--- src/rtl/mc_ctrl.sv ---
// mc_ctrl: multi-cycle MIPS control FSM (addu, subu, ori, lw, sw, beq, lui, j, jal).
// Drives the ALU op select (00 add, 01 sub, 10 or, 11 lui-shift), the datapath
// write enables and the mux selects. Uses the ALU zero flag for beq.
// Ports:
//   clk, reset            rising-edge clock, async active-high reset
//   opcode, funct         IR[31:26], IR[5:0] (sampled while in DECODE)
//   zero                  ALU zero flag
//   pcwr irwr regwr memwr write enables
//   iord alusrca alusrcb extop aluop regdst wdsel pcsrc   datapath selects
//   state                 current FSM state (debug)
// ILLEGAL_HALT: 0 -> unknown instruction returns to FETCH, 1 -> park in HALT.
module mc_ctrl #(
  parameter bit ILLEGAL_HALT = 1'b0
) (
  input  logic       clk,
  input  logic       reset,
  input  logic [5:0] opcode,
  input  logic [5:0] funct,
  input  logic       zero,
  output logic       pcwr,
  output logic       irwr,
  output logic       regwr,
  output logic       memwr,
  output logic       iord,
  output logic       alusrca,
  output logic [1:0] alusrcb,
  output logic       extop,
  output logic [1:0] aluop,
  output logic [1:0] regdst,
  output logic [1:0] wdsel,
  output logic [1:0] pcsrc,
  output logic [3:0] state
);

  localparam logic [3:0] S_FETCH  = 4'd0,  S_DECODE = 4'd1,  S_MEMADR = 4'd2,
                         S_MEMRD  = 4'd3,  S_MEMWB  = 4'd4,  S_MEMWR  = 4'd5,
                         S_EXE    = 4'd6,  S_ALUWB  = 4'd7,  S_BRANCH = 4'd8,
                         S_JUMP   = 4'd9,  S_HALT   = 4'd15;

  // Instruction class, latched at the end of DECODE so later IR changes are ignored.
  localparam logic [3:0] C_NOP = 4'd0, C_ADDU = 4'd1, C_SUBU = 4'd2, C_ORI = 4'd3,
                         C_LW  = 4'd4, C_SW   = 4'd5, C_BEQ  = 4'd6, C_LUI = 4'd7,
                         C_J   = 4'd8, C_JAL  = 4'd9, C_ILL  = 4'd10;

  logic [3:0] st, st_nx, cls, dec;

  always_comb begin
    dec = C_ILL;
    case (opcode)
      6'b000000: begin
        if (funct == 6'b100001)      dec = C_ADDU;
        else if (funct == 6'b100011) dec = C_SUBU;
      end
      6'b001101: dec = C_ORI;
      6'b100011: dec = C_LW;
      6'b101011: dec = C_SW;
      6'b000100: dec = C_BEQ;
      6'b001111: dec = C_LUI;
      6'b000010: dec = C_J;
      6'b000011: dec = C_JAL;
      default:   dec = C_ILL;
    endcase
  end

  always_comb begin
    st_nx = S_FETCH;
    case (st)
      S_FETCH:  st_nx = S_DECODE;
      S_DECODE: begin
        case (dec)
          C_LW, C_SW:                   st_nx = S_MEMADR;
          C_ADDU, C_SUBU, C_ORI, C_LUI: st_nx = S_EXE;
          C_BEQ:                        st_nx = S_BRANCH;
          C_J, C_JAL:                   st_nx = S_JUMP;
          default:                      st_nx = ILLEGAL_HALT ? S_HALT : S_FETCH;
        endcase
      end
      S_MEMADR: st_nx = (cls == C_SW) ? S_MEMWR : S_MEMRD;
      S_MEMRD:  st_nx = S_MEMWB;
      S_EXE:    st_nx = S_ALUWB;
      S_HALT:   st_nx = S_HALT;
      default:  st_nx = S_FETCH;
    endcase
  end

  always_ff @(posedge clk or posedge reset) begin
    if (reset) begin
      st  <= S_FETCH;
      cls <= C_NOP;
    end else begin
      st <= st_nx;
      if (st == S_DECODE) cls <= dec;
    end
  end

  always_comb begin
    pcwr = 1'b0; irwr = 1'b0; regwr = 1'b0; memwr = 1'b0; iord = 1'b0;
    alusrca = 1'b0; alusrcb = 2'b00; extop = 1'b0; aluop = 2'b00;
    regdst = 2'b00; wdsel = 2'b00; pcsrc = 2'b00;
    case (st)
      S_FETCH:  begin irwr = 1'b1; pcwr = 1'b1; alusrcb = 2'b01; end
      S_DECODE: begin alusrcb = 2'b11; extop = 1'b1; end
      S_MEMADR: begin alusrca = 1'b1; alusrcb = 2'b10; extop = 1'b1; end
      S_MEMRD:  iord = 1'b1;
      S_MEMWB:  begin regwr = 1'b1; wdsel = 2'b01; end
      S_MEMWR:  begin iord = 1'b1; memwr = 1'b1; end
      S_EXE, S_ALUWB: begin
        // ALU controls stay driven through write-back so ALUOut is stable.
        alusrca = 1'b1;
        case (cls)
          C_SUBU: aluop = 2'b01;
          C_ORI:  begin alusrcb = 2'b10; aluop = 2'b10; end
          C_LUI:  begin alusrcb = 2'b10; aluop = 2'b11; end
          default: ;
        endcase
        if (st == S_ALUWB) begin
          regwr  = 1'b1;
          regdst = (cls == C_ADDU || cls == C_SUBU) ? 2'b01 : 2'b00;
        end
      end
      S_BRANCH: begin
        alusrca = 1'b1; aluop = 2'b01; pcsrc = 2'b01;
        pcwr = zero;
      end
      S_JUMP: begin
        pcsrc = 2'b10; pcwr = 1'b1;
        // PC already holds PC+4 here, which is the jal link value.
        if (cls == C_JAL) begin regwr = 1'b1; regdst = 2'b10; wdsel = 2'b10; end
      end
      default: ;
    endcase
    // Reset blanks every output immediately, suppressing any in-flight write.
    if (reset) begin
      pcwr = 1'b0; irwr = 1'b0; regwr = 1'b0; memwr = 1'b0; iord = 1'b0;
      alusrca = 1'b0; alusrcb = 2'b00; extop = 1'b0; aluop = 2'b00;
      regdst = 2'b00; wdsel = 2'b00; pcsrc = 2'b00;
    end
  end

  assign state = st;

endmodule

--- config.mk ---
export PLATFORM = sky130hd
export DESIGN_NAME = mc_ctrl
export DESIGN_NICKNAME = d
export VERILOG_FILES = /design/src/rtl/mc_ctrl.sv
export SDC_FILE = /design/constraint.sdc
export NUM_CORES = 1
export LEC_CHECK = 0
export BUFFER_PORTS_ARGS = -buffer_cell sky130_fd_sc_hd__buf_2
export CORE_ASPECT_RATIO = 0.7
export CORE_MARGIN = 2
export CORE_UTILIZATION = 42
export CTS_CLUSTER_SIZE = 25
export DETAILED_ROUTE_END_ITERATION = 7
export PLACE_DENSITY_LB_ADDON = 0.2
export SETUP_SLACK_MARGIN = 0.1
export SLEW_MARGIN = 15
export SYNTH_ARGS = -nofsm -noshare
export SYNTH_HDL_FRONTEND = slang
export SYNTH_SLANG_ARGS = --single-unit
--- constraint.sdc ---
create_clock -name clk -period 1.5 [get_ports clk]
set_input_delay 0.3 -clock clk [delete_from_list [all_inputs] [get_ports clk]]
set_output_delay 0.3 -clock clk [all_outputs]
set_load 0.01 [all_outputs]
==> reports/qor.csv, run 1 <==
stage,metric,value,unit
synthesis,Post-synth top cells,"nor2_1, dfrtp_1, nand2_1, nand2b_1, nor3_1",
global_route,largest net degree at the start of global routing,9,
clock_network,Worst-path clk slew,70,ps
detailed_routing,antenna-violating nets left,0,
timing,period utilization,128,%
synthesis,number of flops mapped to enable cells by yosys,0,
die,Die Width,57.6,microns
synthesis,"top cells by area, synth","dfrtp_1, nor2_1, nand2b_1, nor4b_1, xnor2_1",
cells_and_area,cell area after layout,1600,sq um
clock_network,Root Driver,clkbuf_4,
global_route,initial antenna violation count,0,
power,Max VDD drop,0.00123,V
setup_path,Worst path slowest cell,dfrtp_2,
clock_network,TritonCTS Sinks,8,
cells_and_area,Layout area overhead,88.8,%
power,PwrDens,1340,nW/um^2
setup_path,CP Class,reg2out,
synthesis,ys async rst share,100,%
setup_path,Worst path max stage delay,450,ps
synthesis,"Net Count, Synth",125,
timing,Slew Limit Headroom,71.7,%
die,Die Ht,41.5,microns
setup_path,Worst Setup Start Kind,flip-flop,
synthesis,Netlist Area Pre-Place,846,sq um
synthesis,adder-cell share of the synthesized area,0,%
setup_path,CP required,1200,ps
setup_path,R2R Path Start,state[1]$_DFF_PP0_,
synthesis,"Seq/Total Area, Yosys",23.7,%
die,Core Region,1870,sq um
synthesis,Post-synth top flop,dfrtp_1,
status,run status,finished with violations,
global_route,first-pass GRT wire length,5450,microns
cells_and_area,fillcell total,99,
die,Initial Utilization,45.2,%
synthesis,mux cell area share after synthesis,2.51,%
power,Static Leak,0.771,nW
synthesis,Synth area leader,dfrtp_1,
timing,fin. max-slew vios,0,
setup_path,Worst Setup SP,state[1]$_DFF_PP0_,
detailed_routing,vias per cell,6.07,
timing,Final Hold Fails,0,
timing,final setup fails,25,
cells_and_area,Register Area,205,sq um
cells_and_area,Post-layout nets,199,
status,failing checks,setup timing,
detailed_routing,Detailed Routing Iterations Pass 1,4,
clock_network,Num CTS Buffers,3,
placed_design,DPL Wire Length,2330,microns
detailed_routing,drt drc,0,
detailed_routing,Vias,1244,
clock_network,Clock Path Buffers,2,
die,row count,13,
timing,Worst Tran Pin Value,418,ps
global_route,total global-route track usage,30.0,%
timing,Max Clock Skew,13.9,ps
clock_network,Worst-Skew Late Latency,280,ps
setup_path,WP data arrival,1610,ps
global_route,vias in the first global route,1133,
setup_path,Crit path top cell by count,buf_4,
power,Power Total,2.13,mW
timing,hold slack,71.4,ps
clock_network,CTS tree,yes,
detailed_routing,wire per inst,19.7,microns
synthesis,Yosys reg bits,8,
run,max-cap check violation count,0,
cells_and_area,layout cells sized above 1,62.3,%
setup_path,CP Cell Sequence,buf_4 -> buf_4 -> nand2b_1 -> a21oi_1 -> nor2_1 -> nor2_2 -> buf_2,
timing,RSZ-0062 raised after global routing,true,
detailed_routing,final WL,4050,microns
timing,fmax,0.523,GHz
synthesis,Synth Warn #,0,
synthesis,post-synth cell types,42,
placed_design,RePlAce Congestion,0.814,
placed_design,I/O Buffers,35,
cells_and_area,area of the multi-input gates,759,sq um
timing,Final Critical Period,1910,ps
cells_and_area,# diodes,0,
setup_path,crit-path max FO,6,
synthesis,Cells after Synth,110,
global_route,gr ovfl total,0,
placed_design,Placed Area,1310,sq um
setup_path,Critical Path End Type,output port,
synthesis,Yosys top cell area share,23.7,%
placed_design,Placement Setup Slack,-112,ps
synthesis,most frequent cell after synthesis,nor2_1,
synthesis,compound-gate portion of the synthesized area,14.2,%
synthesis,XOR/XNOR Fraction of Synth Area,6.21,%
timing,final worst setup slack,-413,ps
worst_hold_path,Hold Crit Class,in2async,
die,Die ar.,2390,sq um
synthesis,simple-gate portion of the synthesized area,45.7,%
die,I/O Pins,36,
detailed_routing,initial drt markers,103,
synthesis,main combinational cell family by area after synthesis,simple AND/OR/NAND/NOR gates,
clock_network,htree depth,1,
synthesis,Syn Area/Cell,7.69,sq um
[path summary, 6_finish.rpt]
path | end | slack [ps] | cells after the start
worst max-delay path | alusrca | -410 | 7
worst min-delay path | state[2]$_DFF_PP0_ | 70 | 3
worst max register to register | state[1]$_DFF_PP0_ | -220 | 5
worst min register to register | cls[2]$_DFFE_PP0P_ | 610 | 3
max in group asynchronous | state[1]$_DFF_PP0_ | 1270 | 3
min in group clk | state[2]$_DFF_PP0_ | 420 | 4
[metrics by stage]
stage / utilization, % / cells / TNS (ps)
after detailed placement: 70.0 / 186 / -760
after global routing: 85.4 / 205 / -7450
after CTS: 79.0 / 201 / -4570
after global placement: 70.0 / 186 / -406
final: 85.4 / 205 / -6350
after floorplan: - / 110 / -644
[power by group]
group          internal [mW]  leakage [nW]  switching (mW)
logic                  0.789         0.661           0.745
registers              0.286        0.0951           0.119
clock network          0.103        0.0150          0.0918
[area by class of cell]
cell class                 count  area share [%]
timing repair buffer          77            34.5
multi-input combinational     90            47.6
clock buffer                   4            1.65
inverter                       4            1.72
tap                           22            1.72
sequential                     8            12.9
[what timing repair did]
item / 4_1_cts / 5_1_grt
hold buffers: 0 / 0
gates resized for setup: 20 / 21
endpoints found under the hold margin: 0 / 0
endpoints found under the setup margin: 24 / 27
setup buffers: 11 / 6
pin swaps: 15 / 9
[layer usage]
metal  vias up  track usage, %  part of all wire, %
met5         -               0                    0
met4         0            13.0                  5.4
met3        29            8.72                  7.5
met2        76            47.0                   46
met1       594            38.2                   41
li1        545               -                    -
[state kept, by name (all words and copies together), names as in the netlist]
signal	cells
cls	4
state	4
[placed cells by master, fill, tap and decap left out, types with 3 or more instances in the layout]
| cell | n |
|---|---|
| dfrtp_1 | 4 |
| buf_6 | 14 |
| nor2_1 | 11 |
| buf_4 | 31 |
| buf_2 | 32 |
| nand2_1 | 7 |
| nor3_4 | 3 |
| clkbuf_4 | 3 |
| nand2b_1 | 5 |
| dfrtp_2 | 4 |
| a21oi_1 | 4 |
| xnor2_1 | 3 |
[critical path, delay by kind of cell (launching register included)]
| family | cells | cell delay, ps |
|---|---|---|
| AO/OA/AOI/OAI | 1 | 210 |
| buffers and inverters | 3 | 420 |
| flip-flops | 1 | 450 |
| AND/OR/NAND/NOR | 3 | 270 |
[cell families after synthesis]
logic type,after synthesis
AO/OA/AOI/OAI,19
XOR/XNOR,6
buffers and inverters,12
multiplexers,2
AND/OR/NAND/NOR,63
flip-flops,8
(Power assumes the default switching activity.)
==> run 2: changes to the inputs <==
- CORE_MARGIN: 2 -> 4
==> reports/qor.csv, run 2 (same netlist as run 1, synthesis figures left out) <==
stage,metric,value,unit,change
clock_network,Num CTS Buffers,3,,unchanged
setup_path,Worst path slowest cell,dfrtp_2,,unchanged
cells_and_area,Post-layout nets,198,,was 199
global_route,met2 usage,44.5,%,was 47.0%
setup_path,Buf/Inv on CP,1,,was 3
die,Die Ht,45.5,microns,was 41.5 microns
setup_path,Critical Path End Type,output port,,unchanged
power,Flop pwr share,19.4,%,was 19.0%
power,switching fraction of total power,43.5,%,was 44.8%
timing,Worst Tran Pin Value,362,ps,was 418 ps
timing,final setup TNS,-5840,ps,was -6350 ps
setup_path,CP required,1200,ps,about the same
die,Die ar.,2810,sq um,was 2390 sq um
clock_network,Clock Path Buffers,2,,unchanged
global_route,total global-route track usage,25.9,%,was 30.0%
cells_and_area,Layout area overhead,86.5,%,was 88.8%
die,row count,13,,unchanged
die,Die Width,61.6,microns,was 57.6 microns
global_route,gr ovfl total,0,,unchanged
status,run status,finished with violations,,unchanged
global_route,first-pass GRT wire length,5130,microns,was 5450 microns
power,switching pwr,0.910,mW,was 0.957 mW
timing,Final Critical Period,1870,ps,was 1910 ps
cells_and_area,fillcell total,119,,was 99
power,Max VDD drop,0.00108,V,was 0.00123 V
detailed_routing,drt drc,0,,unchanged
detailed_routing,Vias,1178,,was 1244
setup_path,crit-path leading delay family,simple AND/OR/NAND/NOR gates,,was flip-flops
setup_path,Worst Setup Start Kind,flip-flop,,unchanged
timing,final worst setup slack,-366,ps,was -413 ps
power,Int Power,1.18,mW,about the same
timing,period utilization,124,%,was 128%
timing,Max Clock Skew,8.21,ps,was 13.9 ps
status,failing checks,setup timing,,unchanged
placed_design,DPL Wire Length,2290,microns,was 2330 microns
detailed_routing,Detailed Routing Iterations Pass 1,4,,unchanged
detailed_routing,wire per inst,17.9,microns,was 19.7 microns
setup_path,CP Cell Sequence,or3b_4 -> nor2_2 -> nor2_1 -> nor2_2 -> buf_2,,was buf_4 -> buf_4 -> nand2b_1 -> a21oi_1 -> nor2_1 -> nor2_2 -> buf_2
timing,fin. max-slew vios,0,,unchanged
power,Clock Power Share,9.6,%,was 9.1%
global_route,vias in the first global route,1106,,was 1133
timing,final setup fails,24,,was 25
die,Core Region,1890,sq um,was 1870 sq um
setup_path,CP Class,reg2out,,unchanged
setup_path,Crit path top cell by count,nor2_2,,was buf_4
global_route,GR Util met3,8.22,%,was 8.72%
detailed_routing,initial drt markers,55,,was 103
timing,fmax,0.536,GHz,was 0.523 GHz
setup_path,WP data arrival,1570,ps,was 1610 ps
placed_design,RePlAce Congestion,0.814,,about the same
clock_network,Worst-path clk slew,70,ps,about the same
clock_network,htree depth,1,,unchanged
global_route,initial antenna violation count,0,,unchanged
setup_path,crit-path max FO,7,,was 6
cells_and_area,"commonest non-fill, non-tap cell in the layout",buf_2,,unchanged
detailed_routing,final WL,3650,microns,was 4050 microns
power,Static Leak,0.768,nW,was 0.771 nW
clock_network,Root Driver,clkbuf_4,,unchanged
global_route,layer carrying the most global-route usage,met2,,unchanged
timing,Slew Limit Headroom,75.5,%,was 71.7%
clock_network,CTS tree,yes,,unchanged
global_route,GR Util met1,30.9,%,was 38.2%
die,Initial Utilization,44.8,%,was 45.2%
clock_network,Worst-Skew Late Latency,280,ps,about the same
detailed_routing,vias per cell,5.77,,was 6.07
cells_and_area,most frequent cells in the layout,"buf_2, buf_4, buf_6",,unchanged
run,max-cap check violation count,0,,unchanged
cells_and_area,layout cells sized above 1,63.2,%,was 62.3%
timing,Final Hold Fails,0,,unchanged
cells_and_area,# diodes,0,,unchanged
timing,RSZ-0062 raised after global routing,true,,unchanged
placed_design,I/O Buffers,35,,unchanged
placed_design,Placement Setup Slack,-109,ps,was -112 ps
power,PwrDens,1320,nW/um^2,was 1340 nW/um^2
worst_hold_path,Hold Crit Class,in2async,,unchanged
global_route,largest net degree at the start of global routing,9,,unchanged
setup_path,Worst path max stage delay,470,ps,was 450 ps
detailed_routing,antenna-violating nets left,0,,unchanged
die,I/O Pins,36,,unchanged
power,Comb pwr share,71.0,%,was 71.9%
clock_network,TritonCTS Sinks,8,,unchanged
-- run 2: per-layer routing --
layer  wire [microns]  up-vias
met5                0        -
met4               91        0
met3              286       12
met2             1790       51
met1             1480      575
li1                 -      540
-- run 2: worst min-delay path, stage by stage --
cell	delay, ps
buf_2	170
inv_8	60
buf_4	160
-- run 2: path summary, 6_finish.rpt --
check | startpoint | endpoint | slack [ps] | cells past startpoint
min in group clk | opcode[4] | state[2]$_DFF_PP0_ | 400 | 4
max | state[1]$_DFF_PP0_ | alusrca | -370 | 5
min reg2reg | cls[1]$_DFFE_PP0P_ | cls[1]$_DFFE_PP0P_ | 620 | 2
max in group asynchronous | reset | state[1]$_DFF_PP0_ | 1270 | 3
min | reset | cls[3]$_DFFE_PP0P_ | 80 | 3
max reg2reg | state[0]$_DFF_PP0_ | cls[3]$_DFFE_PP0P_ | -230 | 6
-- run 2: metrics by stage --
| step | util, % | cell area, sq um | std cells | total power, mW | hold slack [ps] |
|---|---|---|---|---|---|
| after floorplan | - | 973 | 110 | 1.05 | 219 |
| after global placement | 71.4 | 1350 | 191 | 1.43 | 362 |
| after detailed placement | 71.4 | 1350 | 191 | 1.46 | 376 |
| after CTS | 79.7 | 1500 | 201 | 1.89 | 93.9 |
| after global routing | 83.6 | 1580 | 204 | 2.19 | 92.8 |
| final | 83.6 | 1580 | 204 | 2.09 | 77.1 |
-- run 2: what timing repair did --
action	CTS	global route
cloned	0	0
hold buffers	0	0
setup buffers	6	4
endpoints found under the setup margin	25	28
pin swaps	9	4
resized for setup	25	14
-- run 2: power groups by stage --
stage	Clock [mW]	Combinational [mW]	Sequential, mW
5_1_grt	0.210	1.57	0.414
2_1_floorplan	0	0.684	0.368
6_report	0.201	1.48	0.405
4_1_cts	0.191	1.30	0.396
3_5_place_dp	0	1.07	0.391
3_3_place_gp	0	1.04	0.390
-- run 2: cell type report --
type | count | area, sq um | share of cell area, %
Timing Repair Buffer | 76 | 559 | 35.4
Multi-Input combinational cell | 90 | 732 | 46.4
Inverter | 4 | 27.5 | 1.74
Clock buffer | 4 | 26.3 | 1.67
Sequential cell | 8 | 205 | 13.0
Tap cell | 22 | 27.5 | 1.74
